[config.mk]
export PLATFORM = sky130hd
export DESIGN_NAME = idu
export DESIGN_NICKNAME = d
export VERILOG_FILES = /design/src/rtl/idu.sv
export SDC_FILE = /design/constraint.sdc
export NUM_CORES = 1
export LEC_CHECK = 0
export CAP_MARGIN = 20
export CORE_MARGIN = 2
export CORE_UTILIZATION = 48
export CTS_CLUSTER_DIAMETER = 50
export DETAILED_ROUTE_END_ITERATION = 8
export HOLD_SLACK_MARGIN = 0.02
export PLACE_DENSITY = 0.85
export SYNTH_ARGS = -nofsm -noshare
export SYNTH_HDL_FRONTEND = slang
export SYNTH_SLANG_ARGS = --single-unit
[constraint.sdc]
create_clock -name clk -period 4.8 [get_ports clk]
set_input_delay 0.72 -clock clk [delete_from_list [all_inputs] [get_ports clk]]
set_output_delay 0.72 -clock clk [all_outputs]
set_load 0.01 [all_outputs]
[src/rtl/idu.sv]
// Instruction decode unit: a small circular instruction buffer feeding an
// RV32I-subset decoder, with RUN / WFI / HALT core-state control.
module idu #(
  parameter int BUF_DEPTH = 2
) (
  input  logic        clk,
  input  logic        rst_n,
  input  logic        start_vld,
  input  logic        ifu_idu_vld,
  input  logic [31:0] ifu_idu_ins,
  input  logic [31:0] ifu_idu_pc,
  input  logic        alu_ifu_br_vld,
  input  logic        alu_idu_rdy,
  output logic        idu_ifu_rdy,
  output logic        idu_ifu_wfi,
  output logic        idu_alu_vld,
  output logic [31:0] idu_alu_pc,
  output logic [3:0]  idu_alu_op,
  output logic [3:0]  idu_alu_funct,
  output logic [4:0]  idu_alu_rd,
  output logic [4:0]  idu_alu_rs1,
  output logic [4:0]  idu_alu_rs2,
  output logic [31:0] idu_alu_imm,
  output logic        idu_halt
);

  localparam int PW = $clog2(BUF_DEPTH);
  localparam int CW = PW + 1;

  typedef enum logic [1:0] {RUN, WFI, HALT} state_t;

  state_t          state, state_nxt;
  logic [31:0]     ins_mem [BUF_DEPTH];
  logic [31:0]     pc_mem  [BUF_DEPTH];
  logic [PW-1:0]   wr_ptr, rd_ptr, wr_ptr_nxt, rd_ptr_nxt;
  logic [CW-1:0]   count, count_nxt;
  logic [31:0]     head_ins;
  logic            head_legal;
  logic            head_is_wfi;
  logic            non_empty;
  logic            full;
  logic            push;
  logic            pop;

  assign head_ins    = ins_mem[rd_ptr];
  assign idu_alu_pc  = pc_mem[rd_ptr];
  assign non_empty   = (count != '0);
  assign full        = (count == CW'(BUF_DEPTH));

  assign idu_ifu_rdy = (state == RUN) && !full;
  assign idu_alu_vld = (state == RUN) && non_empty && head_legal;
  assign idu_ifu_wfi = (state == WFI) || (state == HALT);
  assign idu_halt    = (state == HALT);

  assign push        = ifu_idu_vld && idu_ifu_rdy;
  assign pop         = idu_alu_vld && alu_idu_rdy;

  assign idu_alu_funct = {head_ins[30], head_ins[14:12]};
  assign idu_alu_rd    = head_ins[11:7];
  assign idu_alu_rs1   = head_ins[19:15];
  assign idu_alu_rs2   = head_ins[24:20];
  assign head_is_wfi   = (head_ins == 32'h1050_0073);

  // Decode the head entry: op class, immediate and legality.
  always_comb begin
    idu_alu_op  = '0;
    idu_alu_imm = '0;
    head_legal  = 1'b1;
    if (head_is_wfi) begin
      idu_alu_op = 4'd9;
    end else begin
      case (head_ins[6:0])
        7'b0110011: idu_alu_op = 4'd0;
        7'b0010011: begin
          idu_alu_op  = 4'd1;
          idu_alu_imm = {{20{head_ins[31]}}, head_ins[31:20]};
        end
        7'b0000011: begin
          idu_alu_op  = 4'd2;
          idu_alu_imm = {{20{head_ins[31]}}, head_ins[31:20]};
        end
        7'b0100011: begin
          idu_alu_op  = 4'd3;
          idu_alu_imm = {{20{head_ins[31]}}, head_ins[31:25], head_ins[11:7]};
        end
        7'b1100011: begin
          idu_alu_op  = 4'd4;
          idu_alu_imm = {{19{head_ins[31]}}, head_ins[31], head_ins[7],
                         head_ins[30:25], head_ins[11:8], 1'b0};
        end
        7'b1101111: begin
          idu_alu_op  = 4'd5;
          idu_alu_imm = {{11{head_ins[31]}}, head_ins[31], head_ins[19:12],
                         head_ins[20], head_ins[30:21], 1'b0};
        end
        7'b1100111: begin
          idu_alu_op  = 4'd6;
          idu_alu_imm = {{20{head_ins[31]}}, head_ins[31:20]};
        end
        7'b0110111: begin
          idu_alu_op  = 4'd7;
          idu_alu_imm = {head_ins[31:12], 12'b0};
        end
        7'b0010111: begin
          idu_alu_op  = 4'd8;
          idu_alu_imm = {head_ins[31:12], 12'b0};
        end
        default: head_legal = 1'b0;
      endcase
    end
  end

  // Next state and buffer pointer/count; start and branch flush take priority.
  always_comb begin
    state_nxt  = state;
    wr_ptr_nxt = wr_ptr;
    rd_ptr_nxt = rd_ptr;
    count_nxt  = count;
    if (start_vld) begin
      state_nxt  = RUN;
      wr_ptr_nxt = '0;
      rd_ptr_nxt = '0;
      count_nxt  = '0;
    end else if (alu_ifu_br_vld) begin
      if (state == WFI) state_nxt = RUN;
      wr_ptr_nxt = '0;
      rd_ptr_nxt = '0;
      count_nxt  = '0;
    end else if (state == RUN) begin
      if (pop && head_is_wfi) begin
        // Retiring WFI discards any younger buffered or arriving fetch.
        state_nxt  = WFI;
        wr_ptr_nxt = '0;
        rd_ptr_nxt = '0;
        count_nxt  = '0;
      end else begin
        if (non_empty && !head_legal) state_nxt = HALT;
        if (push) wr_ptr_nxt = wr_ptr + PW'(1);
        if (pop)  rd_ptr_nxt = rd_ptr + PW'(1);
        case ({push, pop})
          2'b10:   count_nxt = count + CW'(1);
          2'b01:   count_nxt = count - CW'(1);
          default: count_nxt = count;
        endcase
      end
    end
  end

  // State, pointer and count registers.
  always_ff @(posedge clk or negedge rst_n) begin
    if (!rst_n) begin
      state  <= RUN;
      wr_ptr <= '0;
      rd_ptr <= '0;
      count  <= '0;
    end else begin
      state  <= state_nxt;
      wr_ptr <= wr_ptr_nxt;
      rd_ptr <= rd_ptr_nxt;
      count  <= count_nxt;
    end
  end

  // Buffer payload; no reset needed since count gates its visibility.
  always_ff @(posedge clk) begin
    if (push) begin
      ins_mem[wr_ptr] <= ifu_idu_ins;
      pc_mem[wr_ptr]  <= ifu_idu_pc;
    end
  end

endmodule

==> metrics.txt <==
most repeated library cell on the critical path sky130_fd_sc_hd__o21ai_0; per-cell routed wire length 20.1 um; Worst path top cell family by delay compound AO/OA/AOI/OAI gates; num ports 161; most used standard cell by instance count after synthesis sky130_fd_sc_hd__edfxtp_1; min setup slack post-route 0.413 ns; pin slew with the least headroom to its limit 1.01 ns; number of antenna cells inserted 0; post-synthesis area per instance 15.9 sq um; critical path peak fanout 36; filler cell count 761; fraction of the yosys area taken by sequential cells 0.700; Setup crit start kind flop; violated checks design-rule violations; instance count of the mapped netlist 358; total power divided by cell area 382 nW/um^2; number of search-and-repair iterations in the first detailed-routing pass 7; Reg2Reg Capture Point state[1]; CTS H-tree lvls 4; total standard cell area after synthesis 5700 sq um; worst reg2reg path depth 7; data required time of the critical path 4.08 ns; largest net degree at the start of global routing 37; width of the chip 113 um; startpoint of the worst setup timing path rd_ptr; register-to-register setup slack 1.75 ns; proportion of netlist area held by the largest area contributor 0.674; max-cap viol count 0; share of synthesized flip-flops with an asynchronous set or reset 0.0448; setup TNS 0 ns; worst rel slew slack 0.321; peak per-stage delay on the critical path 0.81 ns; buffer depth of the longest clock path 2; area of all sequential standard cells 4000 sq um; fraction of layout instances using a drive strength above 1 0.179; top cells by area in the synthesized netlist sky130_fd_sc_hd__edfxtp_1, sky130_fd_sc_hd__mux2_2, sky130_fd_sc_hd__mux2i_1; most used standard cells in the synthesized netlist sky130_fd_sc_hd__edfxtp_1, sky130_fd_sc_hd__mux2_2, sky130_fd_sc_hd__o21ai_0; Worst Path Arrival 3.67 ns; part of the cycle the worst path needs 0.914; setup repair after global routing missed its margin false; Multi-input gate area 1620 sq um; type of element capturing the critical path output pin; post-route ant nets 0; VDD IR-drop max 0.239 mV; Post-Place Setup Slack 0.938 ns; startpoint of the lowest-slack register-to-register path rd_ptr; Fmax 228 MHz; Crit-path slowest cell sky130_fd_sc_hd__o21ai_0; number of I/O port buffers 160; violation count after the first detailed-routing iteration 233; drt via density 5.54; drt drc 7; latest clock arrival within the worst-skew pair 0.42 ns; CTS resizes 0; max-slew violation count 0; count of cell instances traversed by the critical path 6; total overflow reported by the global router 0; routability congestion estimate 0.921; global routing usage summed across all routing layers 0.220; count of buffer and inverter cells on the critical path 2; initial antenna violation count 0; effective utilization at floorplan 0.495; area enclosed by the die boundary 12800 sq um; Area growth syn-to-layout 42.3%; number of enable-type register cells in the synthesized netlist 128; dominant synthesized flop cell sky130_fd_sc_hd__edfxtp_1; via count of the first global-routing pass 3967; worst clock skew on the final layout 0.00901 ns; Leakage 0.00280 uW; DP Wirelength 9.69 mm; category of the most critical setup path reg -> out; clk slew on worst S/H paths 0.05 ns; synth unique cells 48; final period demand of the worst path 4.39 ns; Via Count 3802; number of clock sinks 134; net count of the finished layout 604; HP Class in -> async; cell-by-cell listing of the critical path mux2_2, nand4_1, inv_1, o21ai_0, o21ai_0, clkdlybuf4s50_1; CTS root buf sky130_fd_sc_hd__clkbuf_16; count of hold-fix buffers inserted at cts 0; overall power consumption 3100 uW; status finished, violations left; count of yosys warnings during synthesis 0; DIE HEIGHT 113 um; top cell type by total area after synthesis sky130_fd_sc_hd__edfxtp_1; wire length reported by the detailed router 13.8 mm; number of standard-cell rows in the floorplan 39; final number of setup-violating endpoints 0; synthesis-stage register bit count 134; Core Footprint 11500 sq um; endpoints failing hold 0; post-CTS repair timing setup buffer count 0; Net Count, Synth 431; TritonCTS clock tree built; number of buffers inserted during clock tree synthesis 17; wire length of the first global-routing pass 21.1 mm
[how the worst max path moves through the flow]
stage                       to
2_1_floorplan    ins_mem[0][0]
3_3_place_gp   idu_alu_imm[14]
3_5_place_dp   idu_alu_imm[14]
4_1_cts        idu_alu_imm[14]
5_1_grt        idu_alu_imm[14]
6_report       idu_alu_imm[14]
[where the power goes]
group	switching (uW)	internal, uW
Sequential	24.0	1360
Clock	478	920
Combinational	147	172
Total	648	2450
[flip-flops by register name, summed over array words and instances, names as in the netlist]
register	cells
ins_mem	64
pc_mem	64
count	2
state	2
rd_ptr	1
wr_ptr	1
[area by class of cell]
type / count / share of cell area
timing repair buffer: 166 / 0.203
inverter: 11 / 0.00509
multi-input combinational: 201 / 0.199
clock buffer: 19 / 0.0533
sequential: 134 / 0.493
tap: 143 / 0.0220
clock inverter: 12 / 0.0250
[metrics by stage]
stage / hold slack, ns / util / cell area [sq um] / instances
2_1_floorplan: 0.424 / - / 5700 / 358
3_3_place_gp: 0.558 / 0.650 / 7480 / 655
3_5_place_dp: 0.590 / 0.650 / 7480 / 655
4_1_cts: 0.545 / 0.705 / 8120 / 686
5_1_grt: 0.561 / 0.705 / 8120 / 686
6_report: 0.554 / 0.705 / 8120 / 686
[per-layer routing]
metal | up-vias | global-route usage | share of wire
met4 | 0 | 0.0724 | 0.015
li1 | 1746 | - | -
met3 | 21 | 0.0857 | 0.082
met2 | 172 | 0.356 | 0.49
met5 | - | 0 | 0
met1 | 1863 | 0.275 | 0.41
[kinds of logic after synthesis]
kind of cell,share of synthesized area
buffers and inverters,0.0180
and+or+nand+nor,0.0693
AOI/OAI and AO/OA,0.0687
xor gates and xnor gates,0.00768
DFF,0.700
muxes,0.130
adders and majority gates,0.00658
[cell usage in the layout (no fill, tap or decap), types with 6 or more instances in the layout]
| cell | instances |
|---|---|
| sky130_fd_sc_hd__o21ai_0 | 20 |
| sky130_fd_sc_hd__edfxtp_1 | 128 |
| sky130_fd_sc_hd__a21oi_1 | 8 |
| sky130_fd_sc_hd__mux2_2 | 47 |
| sky130_fd_sc_hd__a21bo_2 | 7 |
| sky130_fd_sc_hd__nor2_1 | 19 |
| sky130_fd_sc_hd__clkdlybuf4s50_1 | 160 |
| sky130_fd_sc_hd__nand2_1 | 12 |
| sky130_fd_sc_hd__mux2i_1 | 17 |
| sky130_fd_sc_hd__clkbuf_16 | 17 |
| sky130_fd_sc_hd__inv_1 | 11 |
| sky130_fd_sc_hd__buf_4 | 6 |
[worst register-to-register path: stages, from the launching register on]
cell and delay [ns]:
sky130_fd_sc_hd__dfrtp_4 0.77, sky130_fd_sc_hd__mux2i_1 0.63, sky130_fd_sc_hd__a2111o_1 0.49, sky130_fd_sc_hd__nor2_2 0.10, sky130_fd_sc_hd__a311oi_4 0.33, sky130_fd_sc_hd__nand2_2 0.12
sky130_fd_sc_hd__or3_1 0.38, sky130_fd_sc_hd__a21oi_1 0.15
Note: power is estimated with default switching activity, not from simulation.
